## config.mk

```make
export PLATFORM = sky130hd
export DESIGN_NAME = wb_rom_loader
export DESIGN_NICKNAME = d
export VERILOG_FILES = /design/src/rtl/hack_soc_pkg.sv /design/src/rtl/sync_fifo.sv /design/src/rtl/wb_rom_loader.sv
export SDC_FILE = /design/constraint.sdc
export NUM_CORES = 1
export LEC_CHECK = 0
export ABC_AREA = 1
export ABC_CLOCK_PERIOD_IN_PS = 7100
export CORE_UTILIZATION = 59
export CTS_CLUSTER_SIZE = 12
export DETAILED_ROUTE_END_ITERATION = 7
export GPL_TIMING_DRIVEN = 1
export PLACE_DENSITY = 0.86
export SLEW_MARGIN = 0
export SYNTH_ARGS = -nofsm -noshare
export SYNTH_HDL_FRONTEND = slang
export SYNTH_SLANG_ARGS = --single-unit
```

## constraint.sdc

```tcl
create_clock -name wb_clk_i -period 7.1 [get_ports wb_clk_i]
set_input_delay 1.065 -clock wb_clk_i [delete_from_list [all_inputs] [get_ports wb_clk_i]]
set_output_delay 1.065 -clock wb_clk_i [all_outputs]
set_load 0.02 [all_outputs]
```

## src/rtl/hack_soc_pkg.sv

```systemverilog
// Shared constants and types for the Hack SoC ROM loader: register map,
// CTRL/STATUS bit positions and the loader handshake state encoding.
package hack_soc_pkg;

  localparam logic [3:0] REG_CTRL   = 4'h0;
  localparam logic [3:0] REG_STATUS = 4'h4;
  localparam logic [3:0] REG_DATA   = 4'h8;
  localparam logic [3:0] REG_SENT   = 4'hC;

  localparam int CTRL_LOAD   = 0;
  localparam int CTRL_FLUSH  = 1;
  localparam int CTRL_IRQ_EN = 2;

  localparam int STAT_EMPTY     = 0;
  localparam int STAT_FULL      = 1;
  localparam int STAT_BUSY      = 2;
  localparam int STAT_OVERFLOW  = 3;
  localparam int STAT_COUNT_LSB = 8;

  typedef enum logic [1:0] {
    ST_IDLE   = 2'd0,
    ST_SETUP  = 2'd1,
    ST_SCK_HI = 2'd2,
    ST_SCK_LO = 2'd3
  } loader_state_t;

endpackage

```

## src/rtl/sync_fifo.sv

```systemverilog
// Single-clock FIFO; pointers carry an extra wrap bit so full and empty
// are distinguished without a separate counter.
module sync_fifo #(
  parameter int WIDTH = 16,
  parameter int DEPTH = 8
) (
  input  logic                     clk_i,
  input  logic                     rst_i,
  input  logic                     flush_i,
  input  logic                     push_i,
  input  logic                     pop_i,
  input  logic [WIDTH-1:0]         data_i,
  output logic [WIDTH-1:0]         data_o,
  output logic                     full_o,
  output logic                     empty_o,
  output logic [$clog2(DEPTH):0]   count_o
);

  localparam int AW = $clog2(DEPTH);

  logic [WIDTH-1:0] mem_q [DEPTH];
  logic [AW:0]      wr_ptr_q, wr_ptr_d;
  logic [AW:0]      rd_ptr_q, rd_ptr_d;

  always_comb begin
    wr_ptr_d = wr_ptr_q;
    rd_ptr_d = rd_ptr_q;
    if (push_i) wr_ptr_d = wr_ptr_q + (AW+1)'(1);
    if (pop_i)  rd_ptr_d = rd_ptr_q + (AW+1)'(1);
    // Flush drops everything queued, including a same-cycle push.
    if (flush_i) rd_ptr_d = wr_ptr_d;
  end

  always_ff @(posedge clk_i) begin
    if (rst_i) begin
      wr_ptr_q <= '0;
      rd_ptr_q <= '0;
    end else begin
      wr_ptr_q <= wr_ptr_d;
      rd_ptr_q <= rd_ptr_d;
    end
  end

  always_ff @(posedge clk_i) begin
    if (push_i) mem_q[wr_ptr_q[AW-1:0]] <= data_i;
  end

  assign data_o  = mem_q[rd_ptr_q[AW-1:0]];
  assign count_o = wr_ptr_q - rd_ptr_q;
  assign empty_o = (wr_ptr_q == rd_ptr_q);
  assign full_o  = (wr_ptr_q[AW] != rd_ptr_q[AW]) &&
                   (wr_ptr_q[AW-1:0] == rd_ptr_q[AW-1:0]);

endmodule

```

## src/rtl/wb_rom_loader.sv

```systemverilog
// Wishbone-mapped ROM loader: firmware queues words in a FIFO and a
// handshake engine drives the SoC rom_loader sck/load/data/ack lines.
module wb_rom_loader
  import hack_soc_pkg::*;
#(
  parameter int          DATA_WIDTH   = 16,
  parameter int          FIFO_DEPTH   = 8,
  parameter int          SETUP_CYCLES = 2,
  parameter logic [31:0] BASE_ADDR    = 32'h3000_0000
) (
  input  logic                  wb_clk_i,
  input  logic                  wb_rst_i,
  input  logic                  wbs_stb_i,
  input  logic                  wbs_cyc_i,
  input  logic                  wbs_we_i,
  input  logic [3:0]            wbs_sel_i,
  input  logic [31:0]           wbs_adr_i,
  input  logic [31:0]           wbs_dat_i,
  output logic                  wbs_ack_o,
  output logic [31:0]           wbs_dat_o,
  output logic                  loader_load,
  output logic                  loader_sck,
  output logic [DATA_WIDTH-1:0] loader_data,
  input  logic                  loader_ack,
  output logic                  irq,
  output logic [1:0]            dbg_state_o
);

  localparam int CNT_W = $clog2(FIFO_DEPTH) + 1;
  localparam int SW    = (SETUP_CYCLES > 1) ? $clog2(SETUP_CYCLES) : 1;
  localparam logic [SW-1:0] SETUP_LAST = SW'(SETUP_CYCLES - 1);

  loader_state_t         state_q, state_d;
  logic [SW-1:0]         setup_cnt_q, setup_cnt_d;
  logic [DATA_WIDTH-1:0] data_q, data_d;
  logic                  ack_q, ack_d;
  logic                  load_q, load_d, irq_en_q, irq_en_d, ovf_q, ovf_d;
  logic [31:0]           sent_q, sent_d;

  logic                  req, wr_en, wr_ctrl, wr_status, wr_data, wr_sent;
  logic [3:0]            reg_off;
  logic                  flush, push, pop, sent_inc, busy, ovf_set;
  logic                  fifo_full, fifo_empty;
  logic [CNT_W-1:0]      fifo_count;
  logic [DATA_WIDTH-1:0] fifo_head;
  logic                  unused_ok;

  assign unused_ok = ^{wbs_sel_i, wbs_adr_i[1:0], wbs_dat_i};

  // Ack is one registered cycle per request, forced low for a cycle after.
  assign req       = wbs_stb_i & wbs_cyc_i & (wbs_adr_i[31:4] == BASE_ADDR[31:4]);
  assign ack_d     = req & ~ack_q;
  assign reg_off   = {wbs_adr_i[3:2], 2'b00};
  assign wr_en     = ack_q & req & wbs_we_i;
  assign wr_ctrl   = wr_en & (reg_off == REG_CTRL);
  assign wr_status = wr_en & (reg_off == REG_STATUS);
  assign wr_data   = wr_en & (reg_off == REG_DATA);
  assign wr_sent   = wr_en & (reg_off == REG_SENT);

  assign flush   = wr_ctrl & wbs_dat_i[CTRL_FLUSH];
  // A push into a full FIFO is accepted when the engine pops in the same cycle.
  assign push    = wr_data & (~fifo_full | pop);
  assign ovf_set = wr_data & fifo_full & ~pop;

  sync_fifo #(.WIDTH(DATA_WIDTH), .DEPTH(FIFO_DEPTH)) u_fifo (
    .clk_i   (wb_clk_i),
    .rst_i   (wb_rst_i),
    .flush_i (flush),
    .push_i  (push),
    .pop_i   (pop),
    .data_i  (wbs_dat_i[DATA_WIDTH-1:0]),
    .data_o  (fifo_head),
    .full_o  (fifo_full),
    .empty_o (fifo_empty),
    .count_o (fifo_count)
  );

  always_comb begin
    state_d     = state_q;
    setup_cnt_d = setup_cnt_q;
    pop         = 1'b0;
    sent_inc    = 1'b0;
    case (state_q)
      ST_IDLE: if (load_q && !fifo_empty) begin
        pop         = 1'b1;
        setup_cnt_d = '0;
        state_d     = ST_SETUP;
      end
      ST_SETUP: begin
        if (setup_cnt_q == SETUP_LAST) state_d = ST_SCK_HI;
        else setup_cnt_d = setup_cnt_q + SW'(1);
      end
      ST_SCK_HI: if (loader_ack) state_d = ST_SCK_LO;
      ST_SCK_LO: if (!loader_ack) begin
        state_d  = ST_IDLE;
        sent_inc = 1'b1;
      end
      default: state_d = ST_IDLE;
    endcase
  end

  always_comb begin
    load_d   = load_q;
    irq_en_d = irq_en_q;
    ovf_d    = ovf_q;
    sent_d   = sent_q;
    data_d   = pop ? fifo_head : data_q;
    if (wr_ctrl) begin
      load_d   = wbs_dat_i[CTRL_LOAD];
      irq_en_d = wbs_dat_i[CTRL_IRQ_EN];
    end
    if (ovf_set) ovf_d = 1'b1;
    else if (wr_status && wbs_dat_i[STAT_OVERFLOW]) ovf_d = 1'b0;
    if (wr_sent) sent_d = '0;
    else if (sent_inc) sent_d = sent_q + 32'd1;
  end

  always_ff @(posedge wb_clk_i) begin
    if (wb_rst_i) begin
      state_q     <= ST_IDLE;
      setup_cnt_q <= '0;
      data_q      <= '0;
      ack_q       <= 1'b0;
      load_q      <= 1'b0;
      irq_en_q    <= 1'b0;
      ovf_q       <= 1'b0;
      sent_q      <= '0;
    end else begin
      state_q     <= state_d;
      setup_cnt_q <= setup_cnt_d;
      data_q      <= data_d;
      ack_q       <= ack_d;
      load_q      <= load_d;
      irq_en_q    <= irq_en_d;
      ovf_q       <= ovf_d;
      sent_q      <= sent_d;
    end
  end

  always_comb begin
    wbs_dat_o = '0;
    if (ack_q) begin
      case (reg_off)
        REG_CTRL: begin
          wbs_dat_o[CTRL_LOAD]   = load_q;
          wbs_dat_o[CTRL_IRQ_EN] = irq_en_q;
        end
        REG_STATUS: begin
          wbs_dat_o[STAT_EMPTY]    = fifo_empty;
          wbs_dat_o[STAT_FULL]     = fifo_full;
          wbs_dat_o[STAT_BUSY]     = busy;
          wbs_dat_o[STAT_OVERFLOW] = ovf_q;
          wbs_dat_o[STAT_COUNT_LSB +: 8] = 8'(fifo_count);
        end
        REG_SENT: wbs_dat_o = sent_q;
        default:  wbs_dat_o = '0;
      endcase
    end
  end

  assign busy        = (state_q != ST_IDLE);
  assign wbs_ack_o   = ack_q;
  assign loader_load = load_q;
  assign loader_sck  = (state_q == ST_SCK_HI);
  assign loader_data = data_q;
  assign irq         = irq_en_q & fifo_empty & ~busy;
  assign dbg_state_o = state_q;

endmodule

```

# Yosys cells after proc, flatten, opt, wreduce, memory -nomap -nowiden

Memories as Yosys holds them, arrays and structs flattened. A register that Yosys moved wholly into a read port is not among the register bits.
Index checks and enable logic that the tools add are counted.
W data, S select, Z words.

Add/sub/neg operators: 5
$mul: 0
Div/mod/pow operators: 0
Order comparisons: 0
Equality and inequality tests: 14
Shift-type cells: 0
Muxes and demuxes: 27
Bitwise operators: 20
Reduce and logical (&&, ||, !) cells: 13

Operators with widths:

| cell                    | number |
|---|---|
| $add A32 B1 Y32 const B | 1 |
| $mux W32                | 1 |
| $eq A28 B26 Y1 const B  | 1 |
| $mux W16                | 1 |
| $mux W4                 | 4 |
| $pmux W8 S2             | 1 |
| $and A1 B1 Y1           | 15 |
| $mux W1                 | 10 |
| $add A4 B1 Y4 const B   | 2 |
| $eq A2 B2 Y1 const B    | 4 |
| $mux W2                 | 4 |
| $pmux W2 S4             | 1 |
| $reduce_bool A2 Y1      | 4 |
| $ne A2 B2 Y1 const B    | 3 |
| $pmux W1 S2             | 3 |
| $pmux W1 S3             | 2 |
| $eq A2 B1 Y1 const B    | 2 |
| $eq A4 B4 Y1            | 1 |
| $logic_not A4 Y1        | 1 |
| $not A1 Y1              | 4 |
| $reduce_and A4 Y1       | 1 |
| $sub A4 B4 Y4           | 1 |
| $eq A3 B3 Y1            | 1 |
| $logic_and A1 B1 Y1     | 3 |
| 8 further kinds         | 8 |

Register bits: 47
Latch bits: 0
RAM bits: 128
ROM bits: 0
Bits of input ports: 74
Output and inout bits: 54
Logic and storage cells: 89
Memories: 1

Memory list:

| name         | depth | width | rd ports | clocked after Yosys merged registers in | write ports | line            | text |
|---|---|---|---|---|---|---|---|
| u_fifo.mem_q | 8     | 16    | 1        | 1                                       | 1           | sync_fifo.sv:21 | `logic [WIDTH-1:0] mem_q [DEPTH];` |

# Logic depth before layout (Yosys ltp)

Word-level depth: 9
Mapped depth: 14
Depth with buffers taken out: 13

# By module

A second synthesis with hierarchy kept.

Cell total of the unflattened synthesis: 922
Area, all modules: 8692.1 µm²

Modules (own cells, without submodules):

| module        | times used | cells each | area each (µm²) | seq. area each (µm²) |
|---|---|---|---|---|
| sync_fifo     | 1          | 451        | 5597.9          | 4063.9 |
| wb_rom_loader | 1          | 471        | 3094.2          | 1101.1 |

# Worst setup path after synthesis

No wires, ideal clock.

Kind: input port to flip-flop
From: in wbs_adr_i[15]
To: mem u_fifo.mem_q[7][0] (enable)
Setup time: 409 ps
Arrival time: 2881 ps
Required time: 6691 ps
Setup slack: 3810 ps
Cell stages on the path: 9
Path buffers: 0
Cells stage by stage: nor2_1 > nand2_1 > nor2_1 > nand2_1 > nor2_1 > nand2_1 > nor2_1 > nand2_1 > nor3_1

Longest elaborated chain between the ends: 8

Ends and longest elaborated chain:

| what                          | line                | text |
|---|---|---|
| from (decl)                   | wb_rom_loader.sv:17 | `input logic [31:0] wbs_adr_i,` |
| $eq A28 B26 Y1                | wb_rom_loader.sv:51 | `assign req = wbs_stb_i & wbs_cyc_i & (wbs_adr_i[31:4] == BASE_ADDR[31:4]);` |
| $and A1 B1 Y1                 | wb_rom_loader.sv:51 |  |
| $and A1 B1 Y1 (2 in series)   | wb_rom_loader.sv:54 | `assign wr_en = ack_q & req & wbs_we_i;` |
| $and A1 B1 Y1                 | wb_rom_loader.sv:57 | `assign wr_data = wr_en & (reg_off == REG_DATA);` |
| $and A1 B1 Y1                 | wb_rom_loader.sv:62 | `assign push = wr_data & (~fifo_full \| pop);` |
| $mux W1                       | sync_fifo.sv:45     | `if (push_i) mem_q[wr_ptr_q[AW-1:0]] <= data_i;` |
| $mux W1 (implied by the code) | sync_fifo.sv:45     |  |
| to (decl)                     | sync_fifo.sv:21     |  |

No other way between the ends.

# Worst setup path in the final report

From: reg u_fifo.rd_ptr_q[2]
To: out wbs_dat_o[11]

Longest elaborated chain between the ends: 3

Ends and longest elaborated chain:

| what                   | line                 | text |
|---|---|---|
| from (decl)            | sync_fifo.sv:23      | `logic [AW:0] rd_ptr_q, rd_ptr_d;` |
| from (signal assigned) | sync_fifo.sv:40      | `rd_ptr_q <= rd_ptr_d;` |
| $sub A4 B4 Y4          | sync_fifo.sv:49      | `assign count_o = wr_ptr_q - rd_ptr_q;` |
| $pmux W8 S2            | wb_rom_loader.sv:143 | `case (reg_off)` |
| $mux W32               | wb_rom_loader.sv:142 | `if (ack_q) begin` |
| to (decl)              | wb_rom_loader.sv:20  | `output logic [31:0] wbs_dat_o,` |

No other way between the ends.

==> impl_table.tex <==
\begin{tabular}{lr}
\hline
Metric & Value \\
\hline
\multicolumn{2}{l}{\textbf{Outcome}} \\
Result of the run & complete, no violations \\
\multicolumn{2}{l}{\textbf{Clock network}} \\
Number of gates resized after CTS & 0 \\
Number of setup buffers added after CTS & 0 \\
Clock input transition at the sequential cells of the worst setup and hold paths & 70 ps \\
Hold buffer count at cts & 0 \\
CTS tree & built \\
Num CTS Buffers & 17 \\
Clock root cell & clkbuf\_16 \\
Largest buffer count on any clock path & 2 \\
Clock Latency Late Sink & 440 ps \\
Clock tree sinks & 191 \\
Htree depth & 4 \\
\multicolumn{2}{l}{\textbf{Yosys}} \\
Synth Register Bits & 191 \\
Post-synthesis simple-gate area fraction & 20.9\% \\
Synthesized-area fraction occupied by xor and xnor cells & 2.20\% \\
Netlist Area Pre-Place & 8760 um2 \\
Fraction of the mapped netlist area in compound gates & 11.3\% \\
Syn Nets & 1003 \\
Register area share after synthesis & 58.3\% \\
Adder and majority cell fraction of the synthesized area & 1.66\% \\
Dominant combinational cell family by area after synthesis & simple AND/OR/NAND/NOR gates \\
Async set-reset flop share out of synthesis & 0\% \\
Ys flop type & edfxtp\_1 \\
Synth Area per Inst & 9.54 um2 \\
Number of enable flip-flop cells after synthesis & 128 \\
Count of warnings emitted by yosys & 0 \\
Mux contribution to synthesized area & 0\% \\
Mapped Cells & 918 \\
Library cells used by synthesis & 41 \\
\multicolumn{2}{l}{\textbf{Drt}} \\
DRT iter0 DRCs & 918 \\
DR vias/cell & 5.90 \\
Average routed wire per standard cell & 17.6 um \\
Total Wirelength & 21400 um \\
Antenna viol nets, final & 0 \\
Router iterations before antenna repair & 5 \\
Routed vias & 7160 \\
Post-detailed-route DRC marker count & 0 \\
\multicolumn{2}{l}{\textbf{Critical path}} \\
Nature of the critical path startpoint & flip-flop \\
Worst r2r dst & u\_fifo.mem\_q[6][10]\$\_DFFE\_PP\_ \\
Worst setup path startpoint & u\_fifo.rd\_ptr\_q[2]\$\_SDFFE\_PP0P\_ \\
Slack of the worst reg-to-reg path & 2750 ps \\
Critical Path Sink Type & output pin \\
Maximum fanout count along the critical path & 27 \\
Number of cells on the worst reg-to-reg path & 10 \\
Data required time at the worst endpoint & 6030 ps \\
Critical setup path kind & reg2out \\
Arr. time, crit path & 3960 ps \\
Launching point of the worst reg2reg path & u\_fifo.rd\_ptr\_q[2]\$\_SDFFE\_PP0P\_ \\
\multicolumn{2}{l}{\textbf{STA}} \\
Final number of setup-violating endpoints & 0 \\
Final max-slew violation count & 0 \\
Final total negative setup slack & 0 ps \\
RSZ-0062 raised after global routing & false \\
Max frequency & 199 MHz \\
Worst hold slack & 464 ps \\
Endpoints failing hold & 0 \\
Measured slew at the worst slew-check pin & 1070 ps \\
Post-route clock period utilization & 70.8\% \\
Layout Skew & 9.48 ps \\
Max\_slew headroom & 28.4\% \\
Minimum period implied by the final worst setup slack & 5030 ps \\
\multicolumn{2}{l}{\textbf{Worst hold path}} \\
Class of the most critical hold timing path & reg2reg \\
Startpoint of the tightest hold check path & loader\_data[6]\$\_SDFFE\_PP0P\_ \\
Number of stages on the worst hold path & 2 \\
End point of the worst hold path & loader\_data[6]\$\_SDFFE\_PP0P\_ \\
\multicolumn{2}{l}{\textbf{Pwr}} \\
Cell-internal power & 0.00178 W \\
Relative contribution of sequential cells to total power & 52.1\% \\
Switching fraction of total power & 22.3\% \\
Total power per unit cell area & 217 nW/um2 \\
Power spent charging and discharging nets & 0.000512 W \\
Leakage dissipation & 3.70 nW \\
Maximum ir drop on the vdd rail & 189 uV \\
Share of power burned in the clock network & 43.0\% \\
Combinational power share & 4.9\% \\
\multicolumn{2}{l}{\textbf{Floorplan}} \\
Number of placement rows & 44 \\
Core Area & 14500 um2 \\
Die span in x & 124 um \\
Vertical die dimension & 124 um \\
Full die area & 15300 um2 \\
Initial core utilization & 60.3\% \\
I/O Pins & 128 \\
\multicolumn{2}{l}{\textbf{Global routing}} \\
Largest net degree at the start of global routing & 68 \\
Remaining global-route overflow & 0 \\
Global-route wire length before repair & 33700 um \\
Vias in the first global route & 6761 \\
Global routing usage summed across all routing layers & 29.6\% \\
Antenna violations before repair & 0 \\
\multicolumn{2}{l}{\textbf{Placed design}} \\
Placed cell areas & 9970 um2 \\
Port Buffers & 105 \\
RD Place Congestion & 0.900 \\
Post-DP HPWL & 13600 um \\
\multicolumn{2}{l}{\textbf{Final layout}} \\
Layout cells sized above 1 & 8.25\% \\
Antenna cell count & 0 \\
Post-synthesis to final-layout area growth & 20.8\% \\
Finished layout cell area & 10600 um2 \\
Post-Route Utilization & 72.8\% \\
Net count of the finished layout & 1102 \\
\multicolumn{2}{l}{\textbf{Flow run}} \\
Count of max-cap constraint violations & 0 \\
\hline
\end{tabular}
==> stage by stage <==
stage,setup slack (ps),total power (W),cells
6_report,2070,0.00229,1214
5_1_grt,1750,0.00235,1214
4_1_cts,2090,0.00229,1214
3_5_place_dp,2560,0.00133,1182
3_3_place_gp,2570,0.00132,1182
2_1_floorplan,3810,0.00127,918
==> power by group through the flow <==
| stage | Clock [W] | Sequential, W | Combinational [W] |
|---|---|---|---|
| after detailed placement | 0 | 0.00122 | 0.000109 |
| after global placement | 0 | 0.00122 | 0.000105 |
| after global routing | 0.00104 | 0.00119 | 0.000123 |
| after floorplan | 0 | 0.00122 | 0.0000452 |
| final | 0.000986 | 0.00119 | 0.000113 |
| after CTS | 0.000987 | 0.00119 | 0.000111 |
==> synth_stat cells, drive strengths merged, types with 2 or more instances <==
cell type	number	area share [%]
o22ai	11	0.79
ha	10	1.4
o211ai	10	0.86
dfxtp	63	14
nor4	2	0.14
o21ai	77	4.4
nand2	150	6.9
nand3	33	1.9
a211oi	2	0.17
nand4	12	1.2
inv	83	3.6
edfxtp	128	44
xnor2	4	0.40
nor2	161	7.7
clkinv	3	0.13
o221ai	24	2.4
buf	18	1.2
clkbuf	20	0.86
a21oi	45	2.6
xor2	18	1.8
nor3	38	2.7
==> sequential cells by signal, summed over array words and instances, names as in the netlist <==
register         count
dbg_state_o          2
irq_en_q             1
loader_data         16
loader_load          1
ovf_q                1
sent_q              32
setup_cnt_q          1
u_fifo.mem_q       128
u_fifo.rd_ptr_q      4
u_fifo.wr_ptr_q      4
wbs_ack_o            1
==> cell type report <==
| class | instances | area, um2 |
|---|---|---|
| Clock buffer | 18 | 439 |
| Clock inverter | 14 | 171 |
| Fill cell | 1014 | 3950 |
| Inverter | 86 | 325 |
| Multi-Input combinational cell | 603 | 3160 |
| Sequential cell | 191 | 5110 |
| Tap cell | 184 | 230 |
| Timing Repair Buffer | 118 | 1150 |
==> cell usage in the layout, fill, tap and decap left out, types with 11 or more instances in the layout <==
master,count
nand2_1,140
o221ai_1,24
clkdlybuf4s50_1,105
o22ai_1,11
nand3_1,32
buf_4,13
clkbuf_16,17
inv_1,79
nor3_1,30
dfxtp_1,62
a21oi_1,45
edfxtp_1,128
xor2_1,18
nor2_1,148
o21ai_0,75
==> per-layer routing <==
| layer | routed length [um] | track usage [%] | vias to the layer above |
|---|---|---|---|
| li1 | - | - | 3348 |
| met1 | 8500 | 39.1 | 3367 |
| met2 | 10400 | 47.2 | 397 |
| met3 | 1950 | 7.42 | 48 |
| met4 | 462 | 11.2 | 0 |
| met5 | 0 | 0 | - |
==> worst max-delay path by stage <==
| stage | end | slack (ps) | cells after the start |
|---|---|---|---|
| after global routing | wbs_dat_o[11] | 1750 | 8 |
| after floorplan | u_fifo.mem_q[7][0]$_DFFE_PP_ | 3810 | 9 |
| final | wbs_dat_o[11] | 2070 | 8 |
| after CTS | wbs_dat_o[11] | 2090 | 8 |
| after detailed placement | wbs_dat_o[11] | 2560 | 8 |
| after global placement | wbs_dat_o[11] | 2570 | 8 |
==> critical path: stages, from the launching register on <==
cell             delay [ps]
dfxtp_1                 590
clkinv_1                860
ha_1                    650
nand2_1                 120
nor2_1                   50
a211oi_1                260
o21ai_0                 140
a21oi_1                 200
clkdlybuf4s50_1         650
==> logic make-up (layout without fill, tap and decap cells) <==
group | Yosys count | after routing
simple gates | 400 | 400
flops | 191 | 191
compound gates | 170 | 170
buf+inv | 124 | 236
xor+xnor | 22 | 22
fa+ha+maj | 11 | 11
Power figures use the tool's default switching activity.
